**src/rtl/snes_controller_reader.sv**
```systemverilog
// rtl/snes_controller_reader.sv - SNES pad poller: latch/clock/data initiator with registered active-low buttons.
// Optional two-frame match filter on published buttons: define SNES_DEBOUNCE_EN.
module snes_controller_reader #(
  parameter int HALF_CYC = 300,
  parameter int POLL_CYC = 833333
) (
  input  logic        Clk,
  input  logic        Reset_n,
  input  logic        Snes_data,
  output logic        Snes_latch,
  output logic        Snes_clk,
  output logic        Up,
  output logic        Down,
  output logic        Left,
  output logic        Right,
  output logic [11:0] Buttons_n,
  output logic        Valid
);

  localparam int PW = $clog2(2 * HALF_CYC);
  localparam int TW = $clog2(POLL_CYC);
  localparam logic [PW-1:0] LATCH_LOAD = PW'(2 * HALF_CYC - 1);
  localparam logic [PW-1:0] HALF_LOAD  = PW'(HALF_CYC - 1);
  localparam logic [TW-1:0] POLL_LOAD  = TW'(POLL_CYC - 1);

  typedef enum logic [2:0] {
    S_IDLE,
    S_LATCH,
    S_SHIFT_LO,
    S_SHIFT_HI,
    S_DONE
  } state_t;

  state_t        state, state_next;
  logic [PW-1:0] phase, phase_next;
  logic [3:0]    bit_idx, bit_next;
  logic [TW-1:0] timer;
  logic [15:0]   shreg;
  logic [1:0]    rst_pipe;
  logic [1:0]    data_sync;
  logic          rst_n;
  logic          start;
  logic          sample;
  logic          publish;
  logic          load;

  // Reset asserts asynchronously and releases on a clock edge.
  always_ff @(posedge Clk or negedge Reset_n) begin
    if (!Reset_n) rst_pipe <= 2'b00;
    else          rst_pipe <= {rst_pipe[0], 1'b1};
  end
  assign rst_n = rst_pipe[1];

  // Pad data is asynchronous to Clk; it is stable for a whole half-period before sampling.
  always_ff @(posedge Clk or negedge rst_n) begin
    if (!rst_n) data_sync <= 2'b11;
    else        data_sync <= {data_sync[0], Snes_data};
  end

  always_ff @(posedge Clk or negedge rst_n) begin
    if (!rst_n)            timer <= '0;
    else if (timer == '0)  timer <= POLL_LOAD;
    else                   timer <= timer - 1'b1;
  end
  assign start = (timer == '0);

  always_ff @(posedge Clk or negedge rst_n) begin
    if (!rst_n) begin
      state   <= S_IDLE;
      phase   <= '0;
      bit_idx <= '0;
    end else begin
      state   <= state_next;
      phase   <= phase_next;
      bit_idx <= bit_next;
    end
  end

  always_comb begin
    state_next = state;
    phase_next = phase;
    bit_next   = bit_idx;
    sample     = 1'b0;
    publish    = 1'b0;
    case (state)
      S_IDLE: begin
        if (start) begin
          state_next = S_LATCH;
          phase_next = LATCH_LOAD;
        end
      end
      S_LATCH: begin
        if (phase == '0) begin
          state_next = S_SHIFT_LO;
          phase_next = HALF_LOAD;
          bit_next   = '0;
        end else begin
          phase_next = phase - 1'b1;
        end
      end
      S_SHIFT_LO: begin
        if (phase == '0) begin
          sample     = 1'b1;
          state_next = S_SHIFT_HI;
          phase_next = HALF_LOAD;
        end else begin
          phase_next = phase - 1'b1;
        end
      end
      S_SHIFT_HI: begin
        if (phase == '0) begin
          if (bit_idx == 4'd15) begin
            state_next = S_DONE;
          end else begin
            bit_next   = bit_idx + 4'd1;
            state_next = S_SHIFT_LO;
            phase_next = HALF_LOAD;
          end
        end else begin
          phase_next = phase - 1'b1;
        end
      end
      S_DONE: begin
        publish    = 1'b1;
        state_next = S_IDLE;
      end
      default: state_next = S_IDLE;
    endcase
  end

  // Pad pins are registered from the next state so they stay glitch-free and track the FSM.
  always_ff @(posedge Clk or negedge rst_n) begin
    if (!rst_n) begin
      Snes_latch <= 1'b0;
      Snes_clk   <= 1'b1;
    end else begin
      Snes_latch <= (state_next == S_LATCH);
      Snes_clk   <= (state_next != S_SHIFT_LO);
    end
  end

  // Bits arrive LSB first, so after 16 right shifts bit 0 (B) lands in shreg[0].
  always_ff @(posedge Clk or negedge rst_n) begin
    if (!rst_n)      shreg <= 16'hFFFF;
    else if (sample) shreg <= {data_sync[1], shreg[15:1]};
  end

`ifdef SNES_DEBOUNCE_EN
  logic [11:0] prev;
  logic        match;

  assign match = (shreg[11:0] == prev);
  assign load  = publish && match;

  always_ff @(posedge Clk or negedge rst_n) begin
    if (!rst_n)                prev <= 12'hFFF;
    else if (publish && !match) prev <= shreg[11:0];
  end
`else
  assign load = publish;
`endif

  always_ff @(posedge Clk or negedge rst_n) begin
    if (!rst_n) begin
      Buttons_n <= 12'hFFF;
      Valid     <= 1'b0;
    end else begin
      Valid <= load;
      if (load) Buttons_n <= shreg[11:0];
    end
  end

  assign Up    = Buttons_n[4];
  assign Down  = Buttons_n[5];
  assign Left  = Buttons_n[6];
  assign Right = Buttons_n[7];

endmodule
```
**config.mk**
```make
export PLATFORM = sky130hd
export DESIGN_NAME = snes_controller_reader
export DESIGN_NICKNAME = d
export VERILOG_FILES = /design/src/rtl/snes_controller_reader.sv
export SDC_FILE = /design/constraint.sdc
export NUM_CORES = 1
export LEC_CHECK = 0
export CAP_MARGIN = 20
export CELL_PAD_IN_SITES_DETAIL_PLACEMENT = 1
export CELL_PAD_IN_SITES_GLOBAL_PLACEMENT = 1
export CORE_MARGIN = 1.5
export CORE_UTILIZATION = 40
export CTS_CLUSTER_SIZE = 14
export DETAILED_ROUTE_END_ITERATION = 10
export PLACE_DENSITY_LB_ADDON = 0.1
export SLEW_MARGIN = 20
export SYNTH_ARGS = -nofsm -noshare
export SYNTH_HDL_FRONTEND = slang
export SYNTH_SLANG_ARGS = --single-unit
```
**constraint.sdc**
```tcl
create_clock -name Clk -period 2.1 [get_ports Clk]
set_input_delay 0.42 -clock Clk [delete_from_list [all_inputs] [get_ports Clk]]
set_output_delay 0.42 -clock Clk [all_outputs]
set_load 0.005 [all_outputs]
```
==> impl_metrics.env, run 1 <==
export IMPL_postSynthNetCount=287
export IMPL_fill_cells=877
export IMPL_io_buffers=21
export IMPL_overflow=0
export IMPL_core_area_um2=8130
export IMPL_cp_start_kind="register"
export IMPL_diodes=0
export IMPL_rows=33
export IMPL_r2r_slack_ns=0.07
export IMPL_yosys_top_cells_area="dfrtp_1 31%, dfstp_2 25%, mux2_2 6.4%"
export IMPL_grtUsageTotal_pct=17.5
export IMPL_routed_wl_um=6990
export IMPL_grt_pass1_vias=2439
export IMPL_path_max_fanout=16
export IMPL_multi_input_area_um2=1440
export IMPL_drv_slew=0
export IMPL_ant_nets=0
export IMPL_cts_tree="done"
export IMPL_fin_crit_sh_pct=96.7
export IMPL_cts_sinks=72
export IMPL_first_pass_iters=4
export IMPL_drc=0
export IMPL_worstPathArrival_ns=2.31
export IMPL_htree_levels=3
export IMPL_yosysSeqAreaShare_pct=55.4
export IMPL_setup_worst_path_end_class="register"
export IMPL_clkTransAtPathRegs_ns=0.08
export IMPL_clkLatencyLatePin_ns=0.35
export IMPL_finalSetupViolations=0
export IMPL_vias=2355
export IMPL_syn_area_um2=3320
export IMPL_drt_iter0_drc=49
export IMPL_pin_count=22
export IMPL_gp_congestion=0.837
export IMPL_syn_area_per_cell_um2=11.8
export IMPL_rsz0062_at_grt="yes"
export IMPL_grt_start_max_net_pins=56
export IMPL_synthArstFlopShare_pct=100
export IMPL_clockRootBuffer="clkbuf_8"
export IMPL_start_util_pct=40.8
export IMPL_critPathKind="reg -> reg"
export IMPL_fin_nets=343
export IMPL_wl_per_cell_um=15.6
export IMPL_area_growth_pct=25.6
export IMPL_cap_violations=0
export IMPL_yosys_area_top_type="dfrtp_1"
export IMPL_synth_edff_count=0
export IMPL_syn_instance_count=281
export IMPL_pwr_density_cell_nw_per_um2=657
export IMPL_peakVddDrop_mv=0.330
export IMPL_dieArea_um2=8850
export IMPL_dp_hpwl_um=4820
export IMPL_vias_per_cell=5.27
export IMPL_die_w_um=94.1
export IMPL_skew_ns=0.00936
export IMPL_finalHoldViolations=0
export IMPL_clock_path_buffers=2
export IMPL_antenna_found_initial=0
export IMPL_yosysTopAreaCellShare_pct=30.9
export IMPL_fin_crit_ns=2.03
export IMPL_die_h_um=94.1
export IMPL_grt_first_pass_wirelength_um=11900
export IMPL_drive_gt1_share_pct=37.1
export IMPL_cts_buffers_inserted=9
export IMPL_synth_seq_cells=72
export IMPL_slew_headroom_pct=65.8
export IMPL_synthDistinctLibCells=57
export IMPL_run_status="completed"
export IMPL_hold_path_class="reg -> async"
export IMPL_required_ns=2.37
export IMPL_yosys_warnings=0
export IMPL_fin_hold_ws_ns=0.209
export IMPL_register_area_um2=1840
export IMPL_tightest_slew_ns=0.511
export IMPL_max_freq_mhz=492
export IMPL_fin_tns_setup_ns=0
export IMPL_synth_flop_cell="dfrtp_1"
export IMPL_p_leak_uw=0.00176
repair_timing:
item	4_1_cts	5_1_grt
buffers inserted	1	1
hold buffers	0	0
setup endpoints to repair	17	33
pin swaps	1	4
gates resized for setup	7	5
logic make-up (layout without fill, tap and decap cells):
family | after synthesis | in the layout | share of synthesized area [%]
xor gates and xnor gates | 12 | 12 | 3.17
adders and majority gates | 3 | 3 | 1.13
muxes | 31 | 31 | 11.6
DFF | 72 | 72 | 55.4
and+or+nand+nor | 101 | 101 | 16.7
other | 1 | 1 | 0.113
AOI/OAI and AO/OA | 45 | 45 | 9.08
buffers and inverters | 16 | 77 | 2.75
power breakdown:
| part | switching [µW] | leakage, µW | internal [µW] |
|---|---|---|---|
| Combinational | 21.0 | 0.000827 | 7.13 |
| Clock | 557 | 0.000119 | 751 |
| Sequential | 7.86 | 0.000812 | 1390 |
| Total | 585 | 0.00176 | 2150 |
per-stage QoR:
stage | cell area (µm²) | power (µW) | instances | utilization [%] | setup slack, ns
after floorplan | 3320 | 1440 | 281 | - | -0.0221
after CTS | 4130 | 2780 | 446 | 50.7 | 0.0154
final | 4170 | 2740 | 447 | 51.3 | 0.0693
after global placement | 3860 | 1460 | 429 | 47.5 | 0.0343
after global routing | 4170 | 2840 | 447 | 51.3 | -0.0187
after detailed placement | 3860 | 1460 | 429 | 47.5 | -0.0431
synthesized netlist by cell type, types with 5 or more instances:
library cell	count
nand2_1	23
nor3_1	15
mux2_2	19
mux2_4	10
dfrtp_1	41
or3_1	7
nand3_1	8
xnor2_1	6
a21oi_1	7
o21ai_0	11
a31oi_1	7
dfstp_2	31
xor2_1	6
nor2_1	18
inv_1	5
placed cells by master, fill, tap and decap left out, types with 2 or more instances in the layout:
cell type / count
dfrtp_1: 40
buf_4: 32
dfstp_2: 31
nand2_1: 23
clkdlybuf4s50_1: 21
mux2_2: 19
nor2_1: 18
nor3_1: 14
o21ai_0: 11
mux2_4: 10
clkbuf_8: 9
or3_1: 7
a21oi_1: 7
nand3_1: 7
a31oi_1: 7
xor2_1: 6
xnor2_1: 6
nor4_1: 4
nand2b_1: 4
inv_1: 3
nand4_1: 3
o31ai_1: 3
nor3_4: 2
mux2i_1: 2
and4_1: 2
nor2b_1: 2
and3_1: 2
inv_2: 2
or2_2: 2
o21a_1: 2
ha_1: 2
bufinv_16: 2
clkinv_4: 2
buf_12: 2
routing by layer:
| layer | share of wire, % | GRT usage [%] | wire length [µm] |
|---|---|---|---|
| met1 | 49 | 23.9 | 3450 |
| met2 | 46 | 26.7 | 3210 |
| met3 | 3.2 | 4.05 | 225 |
| met4 | 1.4 | 6.97 | 99 |
| met5 | 0 | 0 | 0 |
final cells by class:
class | instances | share of cell area, %
Sequential cell | 72 | 44.2
Inverter | 5 | 0.450
Clock inverter | 5 | 2.07
Multi-Input combinational cell | 193 | 34.5
Tap cell | 105 | 3.15
Clock buffer | 11 | 3.66
Timing Repair Buffer | 56 | 12.0
worst max-delay path: stages, from the launching register on:
cell,delay [ns]
dfrtp_1,0.40
inv_2,0.08
ha_4,0.14
or3b_4,0.39
nor3_4,0.26
buf_6,0.16
nand3_4,0.07
buf_12,0.16
mux2_4,0.30
worst paths after layout:
kind,start,to,cells after the start
setup / recovery,phase[0],shreg[6],8
hold / removal,rst_pipe[1],phase[6],0
setup reg to reg,phase[0],shreg[6],8
hold reg to reg,rst_pipe[1],phase[6],0
max in group asynchronous,rst_pipe[1],shreg[2],1
min in group Clk,rst_pipe[0],rst_pipe[1],0
state kept, by name, indices dropped and copies added, names as in the netlist:
signal and flops:
shreg 16, phase 10, Valid 1, bit_idx 4, rst_pipe 2, state 3, Snes_clk 1, Snes_latch 1
timer 20, Buttons_n 12, data_sync 2
(Power assumes the default switching activity.)
==> inputs of run 2 (changes only) <==
--- a/config.mk
+++ b/config.mk
@@ -8,7 +8,7 @@
 export CAP_MARGIN = 20
 export CELL_PAD_IN_SITES_DETAIL_PLACEMENT = 1
 export CELL_PAD_IN_SITES_GLOBAL_PLACEMENT = 1
-export CORE_MARGIN = 1.5
+export CORE_MARGIN = 4
 export CORE_UTILIZATION = 40
 export CTS_CLUSTER_SIZE = 14
 export DETAILED_ROUTE_END_ITERATION = 10
==> run 2 against run 1 <==
Critical path depth did not move. Count of clock-buffer cells in the layout did not move. Global-route usage fell by 1.8 points. Die area rose by 11%. Critical path type unchanged.
==> impl_metrics.env, run 2 (same netlist as run 1, synthesis figures left out) <==
export IMPL_run_status="completed"
export IMPL_finalSetupViolations=0
export IMPL_drc=0
export IMPL_fin_crit_ns=2.02
export IMPL_vias=2359
export IMPL_fill_cells=840
export IMPL_grt_first_pass_wirelength_um=12400
export IMPL_seq_power_share_pct=53.2
export IMPL_cts_buffers_inserted=9
export IMPL_path_max_fanout=16
export IMPL_dp_cells=426
export IMPL_cts_tree="done"
export IMPL_worstPathArrival_ns=2.29
export IMPL_drive_gt1_share_pct=38.7
export IMPL_grt_pass1_vias=2470
export IMPL_routed_wl_um=7450
export IMPL_start_util_pct=42.1
export IMPL_die_w_um=99.1
export IMPL_critPathMaxStageDelay_ns=0.40
export IMPL_post_route_util_pct=53.0
export IMPL_wl_per_cell_um=16.7
export IMPL_p_switching_uw=554
export IMPL_peakVddDrop_mv=0.237
export IMPL_fin_tns_setup_ns=0
export IMPL_reg_top3="timer x20, shreg x16, Buttons_n x12"
export IMPL_setup_worst_path_end_class="register"
export IMPL_fin_crit_sh_pct=96.4
export IMPL_htree_levels=3
export IMPL_antenna_found_initial=0
export IMPL_layout_commonest_cell="dfrtp_1"
export IMPL_cap_violations=0
export IMPL_required_ns=2.36
export IMPL_grt_start_max_net_pins=71
export IMPL_cp_slowest_cell="or3b_4"
export IMPL_cp_cell_sequence="inv_2 > ha_4 > or3b_4 > nor3_4 > buf_6 > nand3_4 > buf_12 > mux2_4"
export IMPL_drt_iter0_drc=44
export IMPL_layout_cells_non_filler=446
export IMPL_vias_per_cell=5.29
export IMPL_clkLatencyLatePin_ns=0.34
export IMPL_skew_ns=0.0148
export IMPL_register_area_um2=1840
export IMPL_first_pass_iters=4
export IMPL_core_area_um2=7890
export IMPL_layout_common_cells="40 x dfrtp_1, 34 x buf_4, 31 x dfstp_2"
export IMPL_clkTransAtPathRegs_ns=0.08
export IMPL_switching_share_pct=21.1
export IMPL_die_h_um=99.1
export IMPL_diodes=0
export IMPL_dieArea_um2=9820
export IMPL_multi_input_area_um2=1460
export IMPL_clockRootBuffer="clkbuf_8"
export IMPL_overflow=0
export IMPL_largest_reg_flops=20
export IMPL_pin_count=22
export IMPL_cts_sinks=72
export IMPL_ant_nets=0
export IMPL_dp_hpwl_um=5050
export IMPL_rows=32
export IMPL_wl_met3_um=206
export IMPL_intPower_uw=2070
export IMPL_critPathKind="reg -> reg"
export IMPL_pwr_density_cell_nw_per_um2=628
export IMPL_finalHoldViolations=0
export IMPL_top_layer_used="met4"
export IMPL_met2WireLength_um=3550
export IMPL_p_clk_share_pct=45.6
export IMPL_critical_path_startpoint="phase[1]"
export IMPL_clock_path_buffers=2
export IMPL_r2r_start="phase[1]"
export IMPL_io_buffers=21
export IMPL_rsz0062_at_grt="yes"
export IMPL_area_growth_pct=25.9
export IMPL_drv_slew=0
export IMPL_combPwrFrac_pct=1.3
export IMPL_max_flop_register="timer"
export IMPL_wl_met1_um=3580
export IMPL_fin_nets=345
export IMPL_max_freq_mhz=494
export IMPL_gp_congestion=0.787
export IMPL_hold_path_class="in -> async"
export IMPL_cp_start_kind="register"
export IMPL_p_leak_uw=0.00176
export IMPL_power_uw=2630
export IMPL_grtUsageTotal_pct=15.7
run 2: area by class of cell:
| class | count | area share [%] |
|---|---|---|
| Clock buffer | 11 | 3.14 |
| Clock inverter | 5 | 1.95 |
| Inverter | 5 | 0.449 |
| Multi-Input combinational cell | 193 | 35.0 |
| Sequential cell | 72 | 44.1 |
| Tap cell | 102 | 3.05 |
| Timing Repair Buffer | 58 | 12.4 |
run 2: worst max-delay path: cells and delay by family, from the launching register on:
kind,cells,cell delay [ns]
flip-flops,1,0.39
adder cells (fa/ha/maj),1,0.14
buffers and inverters,3,0.41
AND/OR/NAND/NOR,3,0.70
multiplexers,1,0.30
run 2: worst paths after layout:
path | to | slack (ns) | cells after the start
worst max-delay path | shreg[10] | 0.08 | 8
worst min-delay path | rst_pipe[1] | 0.24 | 1
worst max register to register | shreg[10] | 0.08 | 8
worst min register to register | bit_idx[2] | 0.28 | 1
max in group asynchronous | Buttons_n[1] | 1.46 | 1
min in group Clk | rst_pipe[1] | 0.37 | 0
run 2: routing by layer:
layer / GRT usage [%] / up-vias
met3: 2.95 / 10
li1: - / 1127
met5: 0 / -
met2: 23.9 / 30
met4: 5.36 / 0
met1: 22.6 / 1192
run 2: power by group through the flow:
stage          Clock (µW)  Sequential, µW  Combinational (µW)
2_1_floorplan           0            1440               0.200
3_3_place_gp            0            1420                35.5
3_5_place_dp            0            1420                35.5
4_1_cts              1230            1400                35.7
5_1_grt              1300            1400                40.0
6_report             1200            1400                33.7
run 2: timing repair:
action                                  4_1_cts  5_1_grt
hold buffers                                  0        0
resized for setup                             7       13
endpoints found under the setup margin       20       32
gates cloned                                  0        0
endpoints found under the hold margin         0        0
setup buffers                                 2        2
pin swaps                                     1        1
run 2: stage by stage:
stage                     setup slack, ns  cell area (µm²)  hold slack (ns)
after floorplan                   -0.0221             3320            0.124
after global placement             0.0539             3860            0.307
after detailed placement          -0.0560             3860            0.307
after CTS                          0.0192             4110            0.228
after global routing              -0.0387             4180            0.224
final                              0.0756             4180            0.239
==> inputs of run 3 (changes only) <==
==> constraint.sdc (replaced) <==
create_clock -name Clk -period 2.1 [get_ports Clk]
set_input_delay 0.315 -clock Clk [delete_from_list [all_inputs] [get_ports Clk]]
set_output_delay 0.315 -clock Clk [all_outputs]
set_load 0.005 [all_outputs]
==> results of run 3 <==
Same layout as run 2 (identical final DEF). Status: completed.
Main changes from that run: hold slack 0.239 ns -> 0.134 ns
